$ cat src/rtl/ps2_kbd_pkg.sv
// ---------------------------------------------------------------------------
// ps2_kbd_pkg
// Shared definitions for the PS/2 set-2 keyboard decoder:
//   - scan-code constants for the prefix bytes and the modifier keys
//   - decoder FSM state encoding
//   - ASCII constants
//   - pure lookup functions mapping a scan code to letters, digits and
//     fixed symbols (no state, no parameters)
// ---------------------------------------------------------------------------
package ps2_kbd_pkg;

    // Scan codes with special meaning to the decoder
    localparam logic [7:0] SC_BREAK  = 8'hF0;
    localparam logic [7:0] SC_EXT    = 8'hE0;
    localparam logic [7:0] SC_LSHIFT = 8'h12;
    localparam logic [7:0] SC_RSHIFT = 8'h59;
    localparam logic [7:0] SC_CAPS   = 8'h58;
    localparam logic [7:0] SC_ENTER  = 8'h5A;

    // ASCII constants
    localparam logic [7:0] ASCII_CR       = 8'h0D;
    localparam logic [7:0] ASCII_ZERO     = 8'h30;
    localparam logic [7:0] ASCII_CASE_BIT = 8'h20;

    // Decoder FSM states
    typedef enum logic [1:0] {
        ST_IDLE    = 2'd0,
        ST_BRK     = 2'd1,
        ST_EXT     = 2'd2,
        ST_EXT_BRK = 2'd3
    } kbd_state_t;

    typedef struct packed {
        logic       hit;
        logic [3:0] value;
    } digit_hit_t;

    typedef struct packed {
        logic       hit;
        logic [7:0] code;
    } sym_hit_t;

    // Uppercase letter for a scan code, or 8'h00 if the code is not a letter
    function automatic logic [7:0] letter_upper(input logic [7:0] sc);
        case (sc)
            8'h1C: return 8'h41; // A
            8'h32: return 8'h42; // B
            8'h21: return 8'h43; // C
            8'h23: return 8'h44; // D
            8'h24: return 8'h45; // E
            8'h2B: return 8'h46; // F
            8'h34: return 8'h47; // G
            8'h33: return 8'h48; // H
            8'h43: return 8'h49; // I
            8'h3B: return 8'h4A; // J
            8'h42: return 8'h4B; // K
            8'h4B: return 8'h4C; // L
            8'h3A: return 8'h4D; // M
            8'h31: return 8'h4E; // N
            8'h44: return 8'h4F; // O
            8'h4D: return 8'h50; // P
            8'h15: return 8'h51; // Q
            8'h2D: return 8'h52; // R
            8'h1B: return 8'h53; // S
            8'h2C: return 8'h54; // T
            8'h3C: return 8'h55; // U
            8'h2A: return 8'h56; // V
            8'h1D: return 8'h57; // W
            8'h22: return 8'h58; // X
            8'h35: return 8'h59; // Y
            8'h1A: return 8'h5A; // Z
            default: return 8'h00;
        endcase
    endfunction

    // Top-row digit keys
    function automatic digit_hit_t digit_value(input logic [7:0] sc);
        case (sc)
            8'h45: return '{hit: 1'b1, value: 4'd0};
            8'h16: return '{hit: 1'b1, value: 4'd1};
            8'h1E: return '{hit: 1'b1, value: 4'd2};
            8'h26: return '{hit: 1'b1, value: 4'd3};
            8'h25: return '{hit: 1'b1, value: 4'd4};
            8'h2E: return '{hit: 1'b1, value: 4'd5};
            8'h36: return '{hit: 1'b1, value: 4'd6};
            8'h3D: return '{hit: 1'b1, value: 4'd7};
            8'h3E: return '{hit: 1'b1, value: 4'd8};
            8'h46: return '{hit: 1'b1, value: 4'd9};
            default: return '{hit: 1'b0, value: 4'd0};
        endcase
    endfunction

    // Symbol printed on a digit key when Shift is held: ")!@#$%^&*("
    function automatic logic [7:0] shifted_digit(input logic [3:0] d);
        case (d)
            4'd0: return 8'h29;
            4'd1: return 8'h21;
            4'd2: return 8'h40;
            4'd3: return 8'h23;
            4'd4: return 8'h24;
            4'd5: return 8'h25;
            4'd6: return 8'h5E;
            4'd7: return 8'h26;
            4'd8: return 8'h2A;
            default: return 8'h28;
        endcase
    endfunction

    // Keys whose character does not depend on Shift or CapsLock
    function automatic sym_hit_t fixed_symbol(input logic [7:0] sc);
        case (sc)
            8'h29: return '{hit: 1'b1, code: 8'h20}; // space
            8'h5A: return '{hit: 1'b1, code: 8'h0D}; // enter
            8'h66: return '{hit: 1'b1, code: 8'h08}; // backspace
            8'h0D: return '{hit: 1'b1, code: 8'h09}; // tab
            8'h0E: return '{hit: 1'b1, code: 8'h7E};
            8'h4E: return '{hit: 1'b1, code: 8'h5F};
            8'h55: return '{hit: 1'b1, code: 8'h2B};
            8'h54: return '{hit: 1'b1, code: 8'h7B};
            8'h5B: return '{hit: 1'b1, code: 8'h7D};
            8'h5D: return '{hit: 1'b1, code: 8'h7C};
            8'h4C: return '{hit: 1'b1, code: 8'h3A};
            8'h52: return '{hit: 1'b1, code: 8'h22};
            8'h41: return '{hit: 1'b1, code: 8'h3C};
            8'h49: return '{hit: 1'b1, code: 8'h3E};
            8'h4A: return '{hit: 1'b1, code: 8'h3F};
            default: return '{hit: 1'b0, code: 8'h00};
        endcase
    endfunction

endpackage

$ cat src/rtl/sync_fifo.sv
// ---------------------------------------------------------------------------
// sync_fifo
// Single-clock show-ahead FIFO with a sticky overflow flag.
//   clk50     in   clock
//   reset     in   asynchronous active-low reset
//   wr_en     in   write request
//   wr_data   in   write data
//   rd_en     in   pop request (ignored while empty)
//   rd_data   out  head entry, 0 while empty
//   empty     out  no entries stored
//   overflow  out  sticky: a write was dropped because the FIFO was full
// A write to a full FIFO is accepted when a pop happens in the same cycle.
// DEPTH must be a power of two so the pointers wrap by natural overflow.
// ---------------------------------------------------------------------------
module sync_fifo #(
    parameter int WIDTH = 8,
    parameter int DEPTH = 4
) (
    input  logic             clk50,
    input  logic             reset,
    input  logic             wr_en,
    input  logic [WIDTH-1:0] wr_data,
    input  logic             rd_en,
    output logic [WIDTH-1:0] rd_data,
    output logic             empty,
    output logic             overflow
);
    localparam int AW = (DEPTH > 1) ? $clog2(DEPTH) : 1;
    localparam int CW = $clog2(DEPTH + 1);

    logic [WIDTH-1:0] mem [DEPTH];
    logic [AW-1:0]    wr_ptr;
    logic [AW-1:0]    rd_ptr;
    logic [CW-1:0]    count;
    logic             full;
    logic             do_pop;
    logic             do_push;

    assign full    = (count == CW'(DEPTH));
    assign empty   = (count == '0);
    assign do_pop  = rd_en & ~empty;
    assign do_push = wr_en & (~full | do_pop);

    // Gate the head with empty so the output reads 0 after reset even though
    // the storage array itself holds undefined data.
    assign rd_data = empty ? '0 : mem[rd_ptr];

    // NOTE: storage is deliberately not reset -- only pointers and count need
    // a defined value, and a reset-free array maps onto plain RAM/flops.
    always_ff @(posedge clk50) begin
        if (do_push) begin
            mem[wr_ptr] <= wr_data;
        end
    end

    always_ff @(posedge clk50 or negedge reset) begin
        if (!reset) begin
            wr_ptr   <= '0;
            rd_ptr   <= '0;
            count    <= '0;
            overflow <= 1'b0;
        end else begin
            if (do_push) begin
                wr_ptr <= wr_ptr + AW'(1);
            end
            if (do_pop) begin
                rd_ptr <= rd_ptr + AW'(1);
            end
            case ({do_push, do_pop})
                2'b10:   count <= count + CW'(1);
                2'b01:   count <= count - CW'(1);
                default: count <= count;
            endcase
            if (wr_en && !do_push) begin
                overflow <= 1'b1;
            end
        end
    end

endmodule

$ cat src/rtl/ps2_ascii_decoder.sv
// ---------------------------------------------------------------------------
// ps2_ascii_decoder
// Turns PS/2 set-2 scan bytes into case-correct ASCII, tracking the F0
// (break) and E0 (extended) prefixes plus Shift and CapsLock, and queues the
// characters in a show-ahead FIFO with a valid/ready handshake.
//   clk50        in   system clock
//   reset        in   asynchronous active-low reset
//   scan_vld     in   scan byte valid; one byte per 0->1 edge
//   scan_data    in   scan byte, sampled in the edge cycle
//   ascii_rdy    in   consumer ready; pop when ascii_vld & ascii_rdy
//   ascii_vld    out  FIFO not empty
//   ascii_data   out  FIFO head
//   shift_state  out  either Shift key held
//   caps_state   out  CapsLock toggle state
//   overflow     out  sticky: a character was dropped on a full FIFO
// Latency: byte edge in cycle N, decoded character registered in N+1 and
// written into the FIFO at the end of N+1.
// ---------------------------------------------------------------------------
module ps2_ascii_decoder
    import ps2_kbd_pkg::*;
#(
    parameter int         FIFO_DEPTH   = 4,
    parameter bit         LOWERCASE_EN = 1'b1,
    parameter logic [7:0] DEFAULT_CHAR = 8'h2A
) (
    input  logic       clk50,
    input  logic       reset,
    input  logic       scan_vld,
    input  logic [7:0] scan_data,
    input  logic       ascii_rdy,
    output logic       ascii_vld,
    output logic [7:0] ascii_data,
    output logic       shift_state,
    output logic       caps_state,
    output logic       overflow
);
    kbd_state_t state;
    logic       scan_vld_q;
    logic       accept;
    logic       shift;
    logic       caps;
    logic       caps_held;
    logic       wr_en;
    logic [7:0] wr_data;
    logic [7:0] make_char;
    logic [7:0] letter;
    digit_hit_t digit;
    sym_hit_t   sym;
    logic       fifo_empty;

    // A level held high on scan_vld yields exactly one byte.
    always_ff @(posedge clk50 or negedge reset) begin
        if (!reset) begin
            scan_vld_q <= 1'b0;
        end else begin
            scan_vld_q <= scan_vld;
        end
    end

    assign accept = scan_vld & ~scan_vld_q;

    // Character for a plain make code. Modifier keys never reach this value
    // because the FSM handles them before emitting.
    // NOTE: every output of this block gets a default first, so no path can
    // leave it unassigned and infer a latch.
    always_comb begin
        make_char = DEFAULT_CHAR;
        letter    = letter_upper(scan_data);
        digit     = digit_value(scan_data);
        sym       = fixed_symbol(scan_data);
        if (letter != 8'h00) begin
            // Shift and CapsLock cancel each other out for letters.
            if ((shift ^ caps) || !LOWERCASE_EN) begin
                make_char = letter;
            end else begin
                make_char = letter | ASCII_CASE_BIT;
            end
        end else if (digit.hit) begin
            make_char = shift ? shifted_digit(digit.value)
                              : ASCII_ZERO + {4'h0, digit.value};
        end else if (sym.hit) begin
            make_char = sym.code;
        end
    end

    // Prefix tracking, modifier state and the registered decode result.
    // NOTE: sequential state uses non-blocking assignments so every register
    // sees the pre-edge values of the others, independent of statement order.
    always_ff @(posedge clk50 or negedge reset) begin
        if (!reset) begin
            state     <= ST_IDLE;
            shift     <= 1'b0;
            caps      <= 1'b0;
            caps_held <= 1'b0;
            wr_en     <= 1'b0;
            wr_data   <= 8'h00;
        end else begin
            wr_en <= 1'b0;
            if (accept) begin
                case (state)
                    ST_IDLE: begin
                        if (scan_data == SC_BREAK) begin
                            state <= ST_BRK;
                        end else if (scan_data == SC_EXT) begin
                            state <= ST_EXT;
                        end else if (scan_data == SC_LSHIFT || scan_data == SC_RSHIFT) begin
                            shift <= 1'b1;
                        end else if (scan_data == SC_CAPS) begin
                            // Typematic repeats arrive as further makes while
                            // the key is down; only the first one toggles.
                            if (!caps_held) begin
                                caps <= ~caps;
                            end
                            caps_held <= 1'b1;
                        end else begin
                            wr_en   <= 1'b1;
                            wr_data <= make_char;
                        end
                    end
                    ST_BRK: begin
                        // Both Shift keys share one flag; releasing either clears it.
                        if (scan_data == SC_LSHIFT || scan_data == SC_RSHIFT) begin
                            shift <= 1'b0;
                        end else if (scan_data == SC_CAPS) begin
                            caps_held <= 1'b0;
                        end
                        state <= ST_IDLE;
                    end
                    ST_EXT: begin
                        if (scan_data == SC_BREAK) begin
                            state <= ST_EXT_BRK;
                        end else begin
                            // Keypad Enter is the only extended key we emit.
                            if (scan_data == SC_ENTER) begin
                                wr_en   <= 1'b1;
                                wr_data <= ASCII_CR;
                            end
                            state <= ST_IDLE;
                        end
                    end
                    ST_EXT_BRK: begin
                        state <= ST_IDLE;
                    end
                    default: begin
                        state <= ST_IDLE;
                    end
                endcase
            end
        end
    end

    sync_fifo #(
        .WIDTH (8),
        .DEPTH (FIFO_DEPTH)
    ) u_fifo (
        .clk50    (clk50),
        .reset    (reset),
        .wr_en    (wr_en),
        .wr_data  (wr_data),
        .rd_en    (ascii_rdy),
        .rd_data  (ascii_data),
        .empty    (fifo_empty),
        .overflow (overflow)
    );

    assign ascii_vld   = ~fifo_empty;
    assign shift_state = shift;
    assign caps_state  = caps;

endmodule

$ cat config.mk
export PLATFORM = sky130hd
export DESIGN_NAME = ps2_ascii_decoder
export DESIGN_NICKNAME = d
export VERILOG_FILES = /design/src/rtl/ps2_kbd_pkg.sv /design/src/rtl/sync_fifo.sv /design/src/rtl/ps2_ascii_decoder.sv
export SDC_FILE = /design/constraint.sdc
export NUM_CORES = 1
export LEC_CHECK = 0
export ABC_AREA = 1
export CAP_MARGIN = 20
export CORE_MARGIN = 10
export CORE_UTILIZATION = 45
export DETAILED_ROUTE_END_ITERATION = 8
export PLACE_DENSITY = 0.74
export SETUP_SLACK_MARGIN = 0.2
export SLEW_MARGIN = 20
export SYNTH_ARGS = -nofsm -noshare
export SYNTH_HDL_FRONTEND = slang
export SYNTH_SLANG_ARGS = --single-unit
$ cat constraint.sdc
create_clock -name clk50 -period 1.75 [get_ports clk50]
set_input_delay 0.35 -clock clk50 [delete_from_list [all_inputs] [get_ports clk50]]
set_output_delay 0.35 -clock clk50 [all_outputs]
set_load 0.02 [all_outputs]
==> results.yml, run 1 <==
run_status:
  status: "finished, violations left"
  violations: "setup timing"
logic_synthesis:
  syn-instance-count: 500
  synth_nets: 524
  avgSynthCellArea_sq_um: 7.10
  ys_ff_latch: 50
  ys_types: 41
  yosysTopAreaCell: "edfxtp_1"
  yosys_warnings: 0
  yosys-top-cells-count: "nand2_1 (125), nor2_1 (94), inv_1 (55)"
  ys_seq_area_share_pct: 39.2
  synth_area_leaders: "edfxtp_1 (24%), dfrtp_1 (16%), nand2_1 (13%)"
  synth_enable_flop_cells: 28
  ys.flop_type: "edfxtp_1"
  synth.top_cell.area_share_pct: 23.7
  synth.most_common_cell: "nand2_1"
  ys_async_sr_fraction_pct: 44.0
  syn-cell-area_sq_um: 3550
clock_tree:
  h-tree-depth: 2
  numCtsBuffers: 5
  cts_buffer_depth: 2
  clock-root-buffer: "clkbuf_8"
  ctsHoldBuffers: 0
  cts.sinks: 50
  insertion_delay_ns: 0.30
  cts_tree: "yes"
  clk_pin_slew_worst_paths_ns: 0.08
power_and_ir_drop:
  ir_drop_mv: 0.476
  power.leakage_nw: 2.66
  power_density_nw_per_um2: 941
  total_power_mw: 5.51
grt:
  grt_usage_pct: 18.9
  grt_pass1_wl_um: 18300
  grt_max_degree: 23
  grt.overflow.total: 0
  antenna_found_initial: 0
  first_global_vias: 3999
layout:
  nets: 671
  nFillCells: 498
  diodes: 0
  drive_above_1_share_pct: 51.4
  design_area_sq_um: 5860
  areaGrowthSynthToFinish_pct: 64.9
placed_design:
  place_congestion: 0.957
  post-dp-hpwl_um: 7920
  placed_area_sq_um: 4750
  io_buffer_count: 22
sta:
  fin_crit_sh_pct: 104
  max_freq_mhz: 547
  slew_violations: 0
  clock-skew-final_ns: 0.00424
  grt_setup_unrepaired: "yes"
  finalHoldViolCount: 0
  setup_viol: 5
  min_period_ns: 1.83
  worst_slack_ns: -0.0779
  whs_ns: 0.398
floorplan:
  floorplan.io_pins: 24
  die_width_um: 109
  initial_utilization_pct: 46.2
  fp-row-count: 32
  die-area_sq_um: 11800
  die_h_um: 109
  core-area_sq_um: 7690
worst_setup_path:
  crit_type: "reg2out"
  cp_cell_sequence: "buf_6 > nor2_1 > nor2_1 > o21ai_1 > a21oi_2 > buf_6"
  end_kind: "output port"
  cp.required_ns: 1.40
  worstPathArrival_ns: 1.48
  max_stage_delay_ns: 0.44
  cp_max_fo: 5
  worstSetupStartpointType: "flip-flop"
  cp_slowest_cell: "dfrtp_2"
detailed_routing:
  drtPass1Iterations: 5
  avgRoutedWirePerCell_um: 16.4
  via_count: 3965
  antenna_left: 0
  drt_wl_total_um: 12300
  vias_per_cell: 5.29
  drt_iter0_drc: 220
  drc_errors: 0
hold_path:
  hold_class: "in2async"
flow_run:
  maxCapViolations: 0
path summary, 6_finish.rpt:
check                                             start                           end  slack, ns  depth (start not counted)
min in group clk50          u_fifo.overflow$_DFFE_PN0P_   u_fifo.overflow$_DFFE_PN0P_       0.50                          1
setup reg to reg            u_fifo.count[0]$_DFFE_PN0P_   u_fifo.count[2]$_DFFE_PN0P_       0.06                          9
hold reg to reg             u_fifo.overflow$_DFFE_PN0P_   u_fifo.overflow$_DFFE_PN0P_       0.50                          1
hold / removal                                    reset   u_fifo.count[2]$_DFFE_PN0P_       0.40                          2
setup / recovery           u_fifo.rd_ptr[0]$_DFFE_PN0P_                 ascii_data[1]      -0.08                          6
max in group asynchronous                         reset  u_fifo.rd_ptr[0]$_DFFE_PN0P_       1.11                          2
layout make-up:
type	count	area [sq um]	area share, %
Sequential cell	50	1390	23.8
Clock buffer	6	72.6	1.24
Clock inverter	2	13.8	0.235
Tap cell	102	128	2.18
Multi-Input combinational cell	376	2560	43.7
Timing Repair Buffer	152	1430	24.4
Inverter	62	263	4.49
kinds of logic after synthesis:
family	synth area share, %
xor+xnor	1.48
buf+inv	8.88
fa+ha+maj	4.44
other cells	0.106
compound gates	9.97
simple gates	35.9
flops	39.2
worst max-delay path: cells and delay by family, from the launching register on:
kind | cells | cell delay [ns]
flops | 1 | 0.44
buf+inv | 2 | 0.29
compound gates | 2 | 0.28
simple gates | 2 | 0.17
report_power, final:
| part | switching, mW | internal (mW) | total, mW |
|---|---|---|---|
| Sequential | 0.239 | 1.61 | 1.85 |
| Clock | 0.367 | 0.285 | 0.652 |
| Combinational | 1.65 | 1.36 | 3.01 |
| Total | 2.25 | 3.26 | 5.51 |
stage by stage:
step | utilization, % | setup WS [ns] | TNS [ns] | cells
3_5_place_dp | 61.8 | -0.814 | -11.32 | 700
2_1_floorplan | - | 0.0632 | 0 | 500
6_report | 76.2 | -0.0779 | -0.206 | 750
5_1_grt | 76.2 | -0.163 | -1.29 | 750
4_1_cts | 68.8 | -0.00182 | -0.00182 | 732
3_3_place_gp | 61.8 | -0.765 | -9.91 | 700
state kept, by name (all words and copies together) (netlist names):
signal / cells
caps_held: 1
caps_state: 1
scan_vld_q: 1
shift_state: 1
state: 2
u_fifo.count: 3
u_fifo.mem: 28
u_fifo.overflow: 1
u_fifo.rd_ptr: 2
u_fifo.wr_ptr: 2
wr_data: 7
wr_en: 1
layer usage:
metal | wire length (um) | vias to the layer above | track usage (%) | part of all wire [%]
met5 | 0 | - | 0 | 0
met4 | 623 | 0 | 10.2 | 5.1
met3 | 550 | 48 | 2.54 | 4.5
met2 | 6800 | 152 | 36.7 | 55
met1 | 4340 | 1865 | 18.9 | 35
li1 | - | 1900 | - | -
cells in the final DEF, fill, tap and decap left out, types with 6 or more instances in the layout:
cell type and instances:
dfrtp_1 21, a21oi_1 8, buf_4 97, edfxtp_1 28
o21ai_2 7, nand2_1 83, nand2_4 6, a21oi_2 18
buf_6 31, ha_1 7, buf_12 9, nand3_2 11
nor2_1 51, inv_2 12, nand4_1 7, inv_1 42
o21ai_1 17, nor2_4 23, nand3_1 24, nor2_2 32
nand2_2 38, nand3_4 9
timing repair:
item	4_1_cts	5_1_grt
gates resized for setup	167	116
cloned	3	0
hold endpoints to repair	0	0
setup endpoints to repair	26	50
pin swaps	59	77
setup buffers	21	18
(Power assumes the default switching activity.)
==> run 2, diff against run 1 <==
--- a/config.mk
+++ b/config.mk
@@ -11,7 +11,8 @@
 export CORE_UTILIZATION = 45
 export DETAILED_ROUTE_END_ITERATION = 8
 export PLACE_DENSITY = 0.74
-export SETUP_SLACK_MARGIN = 0.2
+export RECOVER_POWER = 50
+export SETUP_SLACK_MARGIN = 0.4
 export SLEW_MARGIN = 20
 export SYNTH_ARGS = -nofsm -noshare
 export SYNTH_HDL_FRONTEND = slang
==> results.yml, run 2 (same netlist as run 1, synthesis figures left out) <==
run_status:
  status: "finished, violations left"
  violations: "setup timing"
placed_design:
  place_congestion: 0.989
  placed_area_sq_um: 4720
  io_buffer_count: 22
  post-dp-hpwl_um: 7860
  dp.cells: 693
sta:
  slew_violations: 0
  fin_crit_sh_pct: 111
  min_period_ns: 1.94
  slew_headroom_pct: 62.1
  setup_tns_ns: -0.617
  finalHoldViolCount: 0
  grt_setup_unrepaired: "yes"
  worst_slack_ns: -0.186
  tightestPinTransition_ns: 0.569
  setup_viol: 7
  max_freq_mhz: 516
  clock-skew-final_ns: 0.00733
detailed_routing:
  drc_errors: 0
  drtPass1Iterations: 4
  drt_iter0_drc: 164
  avgRoutedWirePerCell_um: 16.0
  vias_per_cell: 5.25
  via_count: 3916
  antenna_left: 0
  drt_wl_total_um: 11900
power_and_ir_drop:
  p_int_mw: 3.38
  power.leakage_nw: 2.64
  seq_power_share_pct: 32.0
  p_comb_share_pct: 55.9
  total_power_mw: 5.81
  ir_drop_mv: 0.441
  switching_power_mw: 2.43
  power_density_nw_per_um2: 987
  p_clk_share_pct: 12.2
  switching_share_pct: 41.8
layout:
  final_cell_mix: "buf_4 (87), nand2_1 (83), nor2_1 (54)"
  regMostFlops: "u_fifo.mem"
  diodes: 0
  stdcell_count: 746
  nets: 667
  final_common_cell: "buf_4"
  reg_top3: "u_fifo.mem x28, wr_data x7, u_fifo.count x3"
  drive_above_1_share_pct: 51.9
  areaGrowthSynthToFinish_pct: 65.9
  design_area_sq_um: 5890
  fin_util_pct: 76.6
  largest_register_ffs: 28
  nFillCells: 517
clock_tree:
  cts_tree: "yes"
  numCtsBuffers: 5
  clk_pin_slew_worst_paths_ns: 0.09
  h-tree-depth: 2
  cts.sinks: 50
  cts_buffer_depth: 2
  clock-root-buffer: "clkbuf_8"
  insertion_delay_ns: 0.31
  ctsHoldBuffers: 0
hold_path:
  hold_depth: 2
  hp-start: "caps_held$_DFFE_PN0P_"
  hold_class: "reg2reg"
  min_to: "caps_held$_DFFE_PN0P_"
floorplan:
  core-area_sq_um: 7690
  die_width_um: 109
  initial_utilization_pct: 46.2
  die_h_um: 109
  fp-row-count: 32
  die-area_sq_um: 11800
  floorplan.io_pins: 24
grt:
  grt_max_degree: 23
  grt_usage_pct: 18.6
  grt.overflow.total: 0
  antenna_found_initial: 0
  first_global_vias: 3863
  grt_pass1_wl_um: 18100
worst_setup_path:
  end_kind: "output port"
  reg2reg_to: "u_fifo.count[2]$_DFFE_PN0P_"
  cp.required_ns: 1.40
  cp_max_fo: 8
  worstPathArrival_ns: 1.59
  r2r_cells: 9
  crit_type: "reg2out"
  r2r_slack_ns: 0.07
  worstSetupStartpointType: "flip-flop"
  regToRegStartpoint: "u_fifo.count[1]$_DFFE_PN0P_"
flow_run:
  maxCapViolations: 0
run 2: final cells by class:
type,count,area [sq um],share of cell area (%)
inverter,62,277,4.70
timing repair buffer,149,1370,23.2
clock inverter,3,26.3,0.446
multi-input combinational,375,2630,44.6
sequential,50,1390,23.7
tap,102,128,2.17
clock buffer,5,68.8,1.17
run 2: routing by layer:
metal / global-route usage (%) / part of all wire, % / up-vias
met5: 0 / 0 / -
met4: 7.34 / 2.8 / 0
met3: 2.12 / 3.2 / 27
met2: 35.3 / 56 / 99
met1: 20.6 / 38 / 1889
li1: - / - / 1901
run 2: power by group through the flow:
stage	Combinational [mW]	Sequential (mW)	Clock [mW]
after floorplan	1.59	1.79	0
after global placement	2.34	1.82	0
after detailed placement	2.43	1.84	0
after CTS	2.75	1.82	0.713
after global routing	3.51	1.89	0.771
final	3.25	1.86	0.707
run 2: worst max-delay path by stage:
stage                             endpoint                         start  slack, ns  cells after the start
finish                       ascii_data[6]  u_fifo.rd_ptr[0]$_DFFE_PN0P_      -0.19                      6
global route                 ascii_data[6]  u_fifo.rd_ptr[0]$_DFFE_PN0P_      -0.22                      6
CTS                          ascii_data[3]  u_fifo.rd_ptr[0]$_DFFE_PN0P_     -0.007                      6
detailed placement  wr_data[1]$_DFFE_PN0P_                  scan_data[1]      -0.77                     15
global placement    wr_data[4]$_DFFE_PN0P_                  scan_data[1]      -0.74                     15
floorplan           wr_data[4]$_DFFE_PN0P_                  scan_data[1]       0.06                     14
run 2: repair_timing:
item                                   in CTS  in global routing
pin swaps                                  50                 66
endpoints found under the hold margin       0                  0
resized for setup                         192                 99
setup endpoints to repair                  56                 58
gates cloned                                0                  2
buffers inserted                           24                 19
run 2: metrics by stage:
step / worst slack (ns) / hold slack (ns)
after floorplan: 0.0633 / 0.0544
after global placement: -0.739 / 0.452
after detailed placement: -0.773 / 0.464
after CTS: -0.00681 / 0.385
after global routing: -0.223 / 0.506
final: -0.186 / 0.495
run 2: worst max-delay path, stage by stage (launching register included):
cell,delay (ns)
dfrtp_2,0.44
clkbuf_16,0.19
nor2_1,0.06
nor2_1,0.15
o21ai_1,0.12
a21oi_2,0.18
buf_6,0.14
==> run 3, diff against run 2 <==
==> constraint.sdc (replaced) <==
create_clock -name clk50 -period 1.65 [get_ports clk50]
set_input_delay 0.33 -clock clk50 [delete_from_list [all_inputs] [get_ports clk50]]
set_output_delay 0.33 -clock clk50 [all_outputs]
set_load 0.02 [all_outputs]
==> results.yml, run 3 (same netlist as run 1, synthesis figures left out) <==
detailed_routing:
  met2_length_um: 6300
  vias_per_cell: 5.30
  drt_iter0_drc: 202
  top_layer: "met4"
  drt_wl_total_um: 11700
  wl_met3_um: 628
  avgRoutedWirePerCell_um: 15.8
  drtPass1Iterations: 5
  antenna_left: 0
  drt-met1-wl_um: 4280
  via_count: 3924
  drc_errors: 0
grt:
  grt_max_degree: 23
  grt_usage_pct: 19.1
  antenna_found_initial: 0
  first_global_vias: 3981
  grt_pass1_wl_um: 18500
  grt.overflow.total: 0
sta:
  slew_violations: 0
  setup_viol: 15
  fin_crit_sh_pct: 109
  clock-skew-final_ns: 0.0102
  max_freq_mhz: 555
  finalHoldViolCount: 0
  worst_slack_ns: -0.152
  whs_ns: 0.481
  slew_headroom_pct: 63.2
  min_period_ns: 1.80
  grt_setup_unrepaired: "yes"
  tightestPinTransition_ns: 0.553
worst_setup_path:
  cp_max_fo: 8
  cp.required_ns: 1.32
  worstPathArrival_ns: 1.47
  worstSetupStartpointType: "flip-flop"
  r2r_slack_ns: 0
  crit_type: "reg2out"
  r2r_cells: 9
  regToRegStartpoint: "u_fifo.count[0]$_DFFE_PN0P_"
  crit_start: "u_fifo.rd_ptr[0]$_DFFE_PN0P_"
  end_kind: "output port"
  reg2reg_to: "u_fifo.count[2]$_DFFE_PN0P_"
layout:
  register_area_sq_um: 1390
  stdcell_count: 741
  drive_above_1_share_pct: 48.0
  design_area_sq_um: 5720
  reg_top3: "u_fifo.mem x28, wr_data x7, u_fifo.count x3"
  nets: 662
  areaGrowthSynthToFinish_pct: 61.1
  final_cell_mix: "buf_4 (95), nand2_1 (94), nor2_1 (58)"
  nFillCells: 522
  diodes: 0
  multiInputGateArea_sq_um: 2500
  largest_register_ffs: 28
  regMostFlops: "u_fifo.mem"
  final_common_cell: "buf_4"
power_and_ir_drop:
  switching_power_mw: 2.44
  power_density_nw_per_um2: 1030
  p_clk_share_pct: 12.9
  switching_share_pct: 41.4
  seq_power_share_pct: 33.3
  p_int_mw: 3.46
  p_comb_share_pct: 53.8
  ir_drop_mv: 0.499
  power.leakage_nw: 2.66
clock_tree:
  ctsHoldBuffers: 0
  numCtsBuffers: 5
  clk_pin_slew_worst_paths_ns: 0.10
  cts_tree: "yes"
  clock-root-buffer: "clkbuf_8"
  cts_buffer_depth: 2
  insertion_delay_ns: 0.31
  h-tree-depth: 2
  cts.sinks: 50
floorplan:
  die-area_sq_um: 11800
  core-area_sq_um: 7690
  fp-row-count: 32
  die_width_um: 109
  die_h_um: 109
  initial_utilization_pct: 46.2
  floorplan.io_pins: 24
run_status:
  violations: "setup timing"
  status: "finished, violations left"
hold_path:
  min_to: "u_fifo.overflow$_DFFE_PN0P_"
  hold_class: "reg2reg"
  hold_depth: 1
  hp-start: "u_fifo.overflow$_DFFE_PN0P_"
placed_design:
  placed_area_sq_um: 4770
  post-dp-hpwl_um: 7930
  place_congestion: 0.981
  io_buffer_count: 22
  dp.cells: 698
  place_ws_ns: -0.875
flow_run:
  maxCapViolations: 0
## run 3: cell count changes in the layout (fill, tap and decap cells not counted), sizes merged
cell	delta
clkdlybuf4s50	-1
clkinv	-1
inv	+1
buf	-4
clkbuf	-3
bufbuf	+2
dlymetal6s2s	+1
## run 3: worst max path at each step
stage                             end  slack (ns)  depth (start not counted)
6_report                ascii_data[3]       -0.15                          6
5_1_grt                 ascii_data[3]       -0.23                          6
4_1_cts                 ascii_data[1]       -0.10                          6
3_5_place_dp   wr_data[4]$_DFFE_PN0P_       -0.87                         15
3_3_place_gp   wr_data[5]$_DFFE_PN0P_       -0.81                         15
2_1_floorplan  wr_data[4]$_DFFE_PN0P_       -0.02                         14
## run 3: what timing repair did
item | CTS | global route
resized for setup | 186 | 52
setup endpoints to repair | 57 | 57
pin swaps | 46 | 27
cloned | 2 | 1
setup buffers | 22 | 10
## run 3: critical path, cell delays in order, from the launching register on
cell and delay [ns]:
dfrtp_2 0.43, clkbuf_16 0.17, nor2_1 0.05, nor2_1 0.11
o21ai_1 0.10, a21oi_2 0.15, buf_4 0.15
## run 3: cell type report
cell class | instances | area share, %
clock inverter | 3 | 0.503
tap | 102 | 2.23
timing repair buffer | 144 | 23.4
sequential | 50 | 24.3
inverter | 62 | 4.61
multi-input combinational | 375 | 43.7
clock buffer | 5 | 1.20
## run 3: per-stage QoR
stage,TNS [ns],util [%],power (mW)
final,-1.19,74.4,5.90
after floorplan,-0.0736,-,3.60
after detailed placement,-14.70,62.1,4.57
after global placement,-12.82,62.1,4.46
after global routing,-2.63,74.4,6.27
after CTS,-0.696,70.8,5.59
## run 3: power by group through the flow
stage | registers [mW] | clock network (mW) | logic (mW)
after floorplan | 1.90 | 0 | 1.69
after global placement | 1.93 | 0 | 2.53
after detailed placement | 1.96 | 0 | 2.62
after CTS | 1.93 | 0.768 | 2.89
after global routing | 2.00 | 0.823 | 3.45
final | 1.96 | 0.761 | 3.18
## run 3: per-layer routing
layer	vias up	GRT usage, %
met3	46	2.65
met1	1838	20.0
li1	1888	-
met4	0	8.76
met5	-	0
met2	152	36.7
